[src/rtl/lane_pkg.sv]
// Shared definitions for the lane serializer: symbol width, idle symbol, FSM states.
package lane_pkg;

    localparam int SYM_W = 8;

    // K28.5 comma, sent whenever no data byte is available.
    localparam logic [SYM_W-1:0] IDLE_SYM_DEFAULT = 8'hBC;

    // INIT sends the training run of idle symbols; RUN releases data.
    typedef enum logic {
        INIT = 1'b0,
        RUN  = 1'b1
    } lane_state_t;

endpackage

[src/rtl/fifo_sync_8bits.sv]
// Small synchronous byte FIFO with registered full/empty and same-edge push/pop.
module fifo_sync_8bits
    import lane_pkg::*;
#(
    parameter int DEPTH = 4
) (
    input  logic             clk,
    input  logic             reset_L,
    input  logic             push,
    input  logic [SYM_W-1:0] push_data,
    input  logic             pop,
    output logic [SYM_W-1:0] head_data,
    output logic             full,
    output logic             empty
);

    localparam int AW = $clog2(DEPTH);
    localparam int CW = AW + 1;

    logic [SYM_W-1:0] mem [DEPTH];
    logic [AW-1:0]    wr_ptr_reg;
    logic [AW-1:0]    rd_ptr_reg;
    logic [CW-1:0]    count_reg;
    logic [CW-1:0]    count_next;
    logic             full_reg;
    logic             empty_reg;
    logic             push_ok;
    logic             pop_ok;

    // Requests are gated by the registered flags, so a push while full is dropped
    // even if a pop happens on the same edge.
    assign push_ok = push && !full_reg;
    assign pop_ok  = pop && !empty_reg;

    // Occupancy update; simultaneous push and pop leave the count unchanged.
    always_comb begin
        count_next = count_reg;
        case ({push_ok, pop_ok})
            2'b10:   count_next = count_reg + CW'(1);
            2'b01:   count_next = count_reg - CW'(1);
            default: count_next = count_reg;
        endcase
    end

    // Pointers, count and flags; flags are precomputed from count_next.
    always_ff @(posedge clk or negedge reset_L) begin
        if (!reset_L) begin
            wr_ptr_reg <= '0;
            rd_ptr_reg <= '0;
            count_reg  <= '0;
            full_reg   <= 1'b0;
            empty_reg  <= 1'b1;
        end else begin
            if (push_ok) wr_ptr_reg <= wr_ptr_reg + AW'(1);
            if (pop_ok)  rd_ptr_reg <= rd_ptr_reg + AW'(1);
            count_reg <= count_next;
            full_reg  <= (count_next == CW'(DEPTH));
            empty_reg <= (count_next == '0);
        end
    end

    // Storage array; contents need no reset because the pointers define validity.
    always_ff @(posedge clk) begin
        if (push_ok) mem[wr_ptr_reg] <= push_data;
    end

    assign head_data = mem[rd_ptr_reg];
    assign full      = full_reg;
    assign empty     = empty_reg;

endmodule

[src/rtl/lane_serializer_8bits.sv]
// Per-lane parallel-to-serial stage: byte FIFO, idle training run, MSB-first shifter.
module lane_serializer_8bits
    import lane_pkg::*;
#(
    parameter int               FIFO_DEPTH = 4,
    parameter logic [SYM_W-1:0] IDLE_SYM   = IDLE_SYM_DEFAULT,
    parameter int               INIT_SYMS  = 4
) (
    input  logic             clk,
    input  logic             reset_L,
    input  logic [SYM_W-1:0] in_data,
    input  logic             in_valid,
    output logic             in_ready,
    output logic             out_bit,
    output logic             out_valid,
    output logic             sym_start,
    output logic             fifo_empty,
    output logic             overflow
);

    localparam logic [3:0] IDLE_LAST = 4'(INIT_SYMS - 1);

    lane_state_t      state_reg;
    lane_state_t      state_next;
    logic [3:0]       idle_cnt_reg;
    logic [3:0]       idle_cnt_next;
    logic [2:0]       bit_cnt_reg;
    logic [SYM_W-1:0] shift_reg;
    logic             out_valid_reg;
    logic             overflow_reg;
    logic             sym_end;
    logic             pop;
    logic             fifo_full;
    logic [SYM_W-1:0] head_data;

    fifo_sync_8bits #(
        .DEPTH (FIFO_DEPTH)
    ) u_fifo (
        .clk       (clk),
        .reset_L   (reset_L),
        .push      (in_valid),
        .push_data (in_data),
        .pop       (pop),
        .head_data (head_data),
        .full      (fifo_full),
        .empty     (fifo_empty)
    );

    assign sym_end = (bit_cnt_reg == 3'd7);

    // The boundary that ends the last training symbol already counts as RUN,
    // so the first data-capable symbol starts exactly INIT_SYMS*8 cycles after reset.
    assign pop = sym_end && (state_next == RUN) && !fifo_empty;

    // FSM register and idle symbol counter.
    always_ff @(posedge clk or negedge reset_L) begin
        if (!reset_L) begin
            state_reg    <= INIT;
            idle_cnt_reg <= '0;
        end else begin
            state_reg    <= state_next;
            idle_cnt_reg <= idle_cnt_next;
        end
    end

    // Next state: count completed idle symbols in INIT, then stay in RUN.
    always_comb begin
        state_next    = state_reg;
        idle_cnt_next = idle_cnt_reg;
        if (state_reg == INIT && sym_end) begin
            if (idle_cnt_reg == IDLE_LAST) state_next = RUN;
            else                           idle_cnt_next = idle_cnt_reg + 4'd1;
        end
    end

    // Bit counter, shifter and symbol-valid flag; a new symbol loads on the boundary.
    always_ff @(posedge clk or negedge reset_L) begin
        if (!reset_L) begin
            bit_cnt_reg   <= '0;
            shift_reg     <= IDLE_SYM;
            out_valid_reg <= 1'b0;
        end else begin
            bit_cnt_reg <= bit_cnt_reg + 3'd1;
            if (sym_end) begin
                shift_reg     <= pop ? head_data : IDLE_SYM;
                out_valid_reg <= pop;
            end else begin
                shift_reg <= {shift_reg[SYM_W-2:0], 1'b0};
            end
        end
    end

    // Sticky overflow: source presented data while the FIFO refused it.
    always_ff @(posedge clk or negedge reset_L) begin
        if (!reset_L) overflow_reg <= 1'b0;
        else          overflow_reg <= overflow_reg | (in_valid & fifo_full);
    end

    assign in_ready  = !fifo_full;
    assign out_bit   = shift_reg[SYM_W-1];
    assign out_valid = out_valid_reg;
    assign sym_start = (bit_cnt_reg == 3'd0);
    assign overflow  = overflow_reg;

endmodule
[config.mk]
export PLATFORM = sky130hd
export DESIGN_NAME = lane_serializer_8bits
export DESIGN_NICKNAME = d
export VERILOG_FILES = /design/src/rtl/lane_pkg.sv /design/src/rtl/fifo_sync_8bits.sv /design/src/rtl/lane_serializer_8bits.sv
export SDC_FILE = /design/constraint.sdc
export NUM_CORES = 1
export LEC_CHECK = 0
export ABC_CLOCK_PERIOD_IN_PS = 2800
export CORE_UTILIZATION = 51
export DETAILED_ROUTE_END_ITERATION = 7
export PLACE_DENSITY = 0.81
export REMOVE_ABC_BUFFERS = 1
export SLEW_MARGIN = 20
export SYNTH_ARGS = -nofsm -noshare
export SYNTH_HDL_FRONTEND = slang
export SYNTH_SLANG_ARGS = --single-unit
[constraint.sdc]
create_clock -name clk -period 2.8 [get_ports clk]
set_input_delay 0.42 -clock clk [delete_from_list [all_inputs] [get_ports clk]]
set_output_delay 0.42 -clock clk [all_outputs]
set_load 0.005 [all_outputs]
==> impl_metrics.tcl <==
set metrics [dict create \
    initial_core_util_pct 53.9 \
    ioPinCount 17 \
    core-area_um2 4410 \
    synth_cells 144 \
    hold_buffers 0 \
    synth_seq_cells 59 \
    startpoint_type "flop" \
    portBuffers 16 \
    worstPathArrival_ns 2.71 \
    min_period_ns 2.50 \
    synthTopCellsByArea "edfxtp_1 (40%), dfrtp_1 (22%), mux4_2 (7.6%), dfstp_2 (6.6%), ha_1 (4.7%)" \
    path_max_fanout 3 \
    clock.fmax_mhz 400 \
    placed_cells 211 \
    slowest_delay_ns 0.41 \
    clk_pin_slew_worst_paths_ns 0.06 \
    path_cells "ha_1, nor3b_2, o21ai_1, inv_1, ha_1, inv_1, fa_1, xor2_1, o21a_1, or2_2" \
    drtIter0Drc 52 \
    grt_pass1_vias 1305 \
    die_x_um 70.3 \
    fillCellCount 305 \
    tns_ns 0 \
    cp_slowest_cell "fa_1" \
    finalSetupViolations 0 \
    ctsHtreeMaxLevel 3 \
    diodes 0 \
    synth_warnings 0 \
    finalCritPeriodShare_pct 89.4 \
    maxCapViolations 0 \
    synth_seq_area_share_pct 69.1 \
    multi_input_area_um2 646 \
    antenna_found_initial 0 \
    synth_top_area_share_pct 40.4 \
    clk_path_buf_depth 2 \
    wl_per_cell_um 16.2 \
    cts_setup_buffers 0 \
    clock-sinks 59 \
    dieArea_um2 4940 \
    hpwlAfterDp_um 2560 \
    status "complete, no violations" \
    skew_ns 0.00537 \
    grt_util_all_layers_pct 17.5 \
    yosysTopAreaCell "edfxtp_1" \
    antenna_left 0 \
    tightest_slew_ns 0.569 \
    cts_tree "done" \
    worstSetupPathType "flop to flop" \
    gp_congestion 0.743 \
    rows 24 \
    overflow 0 \
    grt_max_degree 28 \
    sequential_cell_area_um2 1640 \
    slew_headroom_pct 62.1 \
    die_h_um 70.3 \
    power_w 0.00248 \
    ys_types 34 \
    clkLatencyLatePin_ns 0.33 \
    largest_register_ffs 32 \
    cts_inserted_buffers 9 \
    root_buffer "clkbuf_8" \
    fin_nets 191 \
    slew_viol_final 0 \
    drtPass1Iterations 4 \
    cellPowerDensity_nw_per_um2 898 \
    syn_area_per_cell_um2 16.5 \
    rr_worst_depth 10 \
    rsz0062_at_grt "false" \
    drive_above_1_share_pct 20.0 \
    cp_data_required_time_ns 3.01 \
    post_cts_resized 0 \
    final_cells 227 \
    whs_path_depth 1 \
    drt-total-wl_um 3690 \
    route.detailed.drc 0 \
    hp-class "flop to flop" \
    vias 1196 \
    p_leak_nw 1.08 \
    grt_pass1_wl_um 6220 \
    netlist_area_um2 2380 \
    end_kind "flop" \
    hold_viol 0 \
    area_growth_pct 16.1 \
    ir_worst_vdd_uv 589 \
    via_per_inst 5.27 \
]
layout make-up:
type | count | share of cell area [%]
Tap cell | 52 | 2.36
Clock buffer | 12 | 5.25
Inverter | 15 | 2.04
Sequential cell | 59 | 59.5
Clock inverter | 4 | 0.589
Timing Repair Buffer | 20 | 6.88
Multi-Input combinational cell | 65 | 23.4
cells by family (layout without fill, tap and decap cells):
| group | after synthesis | in the layout | synth area share, % |
|---|---|---|---|
| and+or+nand+nor | 22 | 22 | 5.63 |
| xor gates and xnor gates | 7 | 7 | 2.58 |
| AOI/OAI and AO/OA | 16 | 16 | 4.84 |
| DFF | 59 | 59 | 69.1 |
| buffers and inverters | 20 | 51 | 3.73 |
| muxes | 10 | 10 | 8.52 |
| adders and majority gates | 10 | 10 | 5.58 |
layer usage:
layer / vias to the layer above / track usage [%] / wire [um]
li1: 568 / - / -
met1: 601 / 21.1 / 1560
met2: 21 / 27.9 / 1930
met3: 6 / 6.64 / 150
met4: 0 / 8.00 / 46
met5: - / 0 / 0
worst paths after layout:
| kind | startpoint | to | slack, ns |
|---|---|---|---|
| worst max register to register | idle_cnt_reg[0] | u_fifo.count_reg[2] | 0.30 |
| max in group asynchronous | reset_L | u_fifo.empty | 2.03 |
| worst min register to register | bit_cnt_reg[0] | bit_cnt_reg[0] | 0.45 |
| min in group asynchronous | reset_L | out_valid | 0.47 |
| worst max-delay path | idle_cnt_reg[0] | u_fifo.count_reg[2] | 0.30 |
| worst min-delay path | bit_cnt_reg[0] | bit_cnt_reg[0] | 0.45 |
power by group:
| part | switching, W | internal (W) | leakage, nW |
|---|---|---|---|
| Sequential | 0.000135 | 0.00116 | 0.600 |
| Combinational | 0.000235 | 0.000315 | 0.394 |
| Clock | 0.000296 | 0.000335 | 0.0829 |
| Total | 0.000666 | 0.00181 | 1.08 |
placed cells by master, fill, tap and decap left out, types with 2 or more instances in the layout:
cell type and count:
nand2_1 3, clkdlybuf4s50_1 16, o21ai_0 3, clkinv_1 3
edfxtp_1 32, dfstp_2 6, ha_1 9, mux4_2 8
nor2_1 2, o22a_1 5, xor2_1 2, dfrtp_1 21
and2_1 4, buf_4 4, nor2b_1 6, clkbuf_1 2
o22ai_1 2, inv_1 15, clkbuf_8 10, mux2_2 2
xnor2_1 5, nor3_1 2
stage by stage:
stage               instance area (um^2)  setup slack [ns]  util (%)  hold WS, ns
floorplan                           2350            0.0991         -        0.124
global placement                    2600             0.386      58.9        0.428
detailed placement                  2600             0.275      58.9        0.441
CTS                                 2760             0.303      62.6        0.450
global route                        2760             0.165      62.6        0.480
finish                              2760             0.297      62.6        0.448
worst max-delay path, delay by kind of cell, from the launching register on:
family	cells	cell delay, ns
adders and majority gates	3	0.76
xor gates and xnor gates	1	0.17
and+or+nand+nor	2	0.57
DFF	1	0.39
buffers and inverters	2	0.15
AOI/OAI and AO/OA	2	0.33
synthesized netlist by cell type:
library cell,count
nand2_1,3
a21o_1,1
buf_6,1
o22a_1,5
o21ai_0,3
nand4_1,1
edfxtp_1,32
or2_2,1
o22ai_1,2
dfrtp_1,21
o211ai_1,1
and2_1,4
inv_1,15
mux2_2,2
mux4_2,8
nor2b_1,6
nor2b_2,1
dfstp_2,6
nor2_1,2
o21a_1,1
ha_1,9
nor3b_2,1
o21ai_1,1
buf_2,1
nor3_1,2
clkbuf_1,1
a31oi_1,1
xor2_1,2
clkbuf_2,1
buf_4,1
fa_1,1
xnor2_1,5
o21ba_2,1
and3b_1,1
No activity file was read; power rests on OpenSTA's default activity.
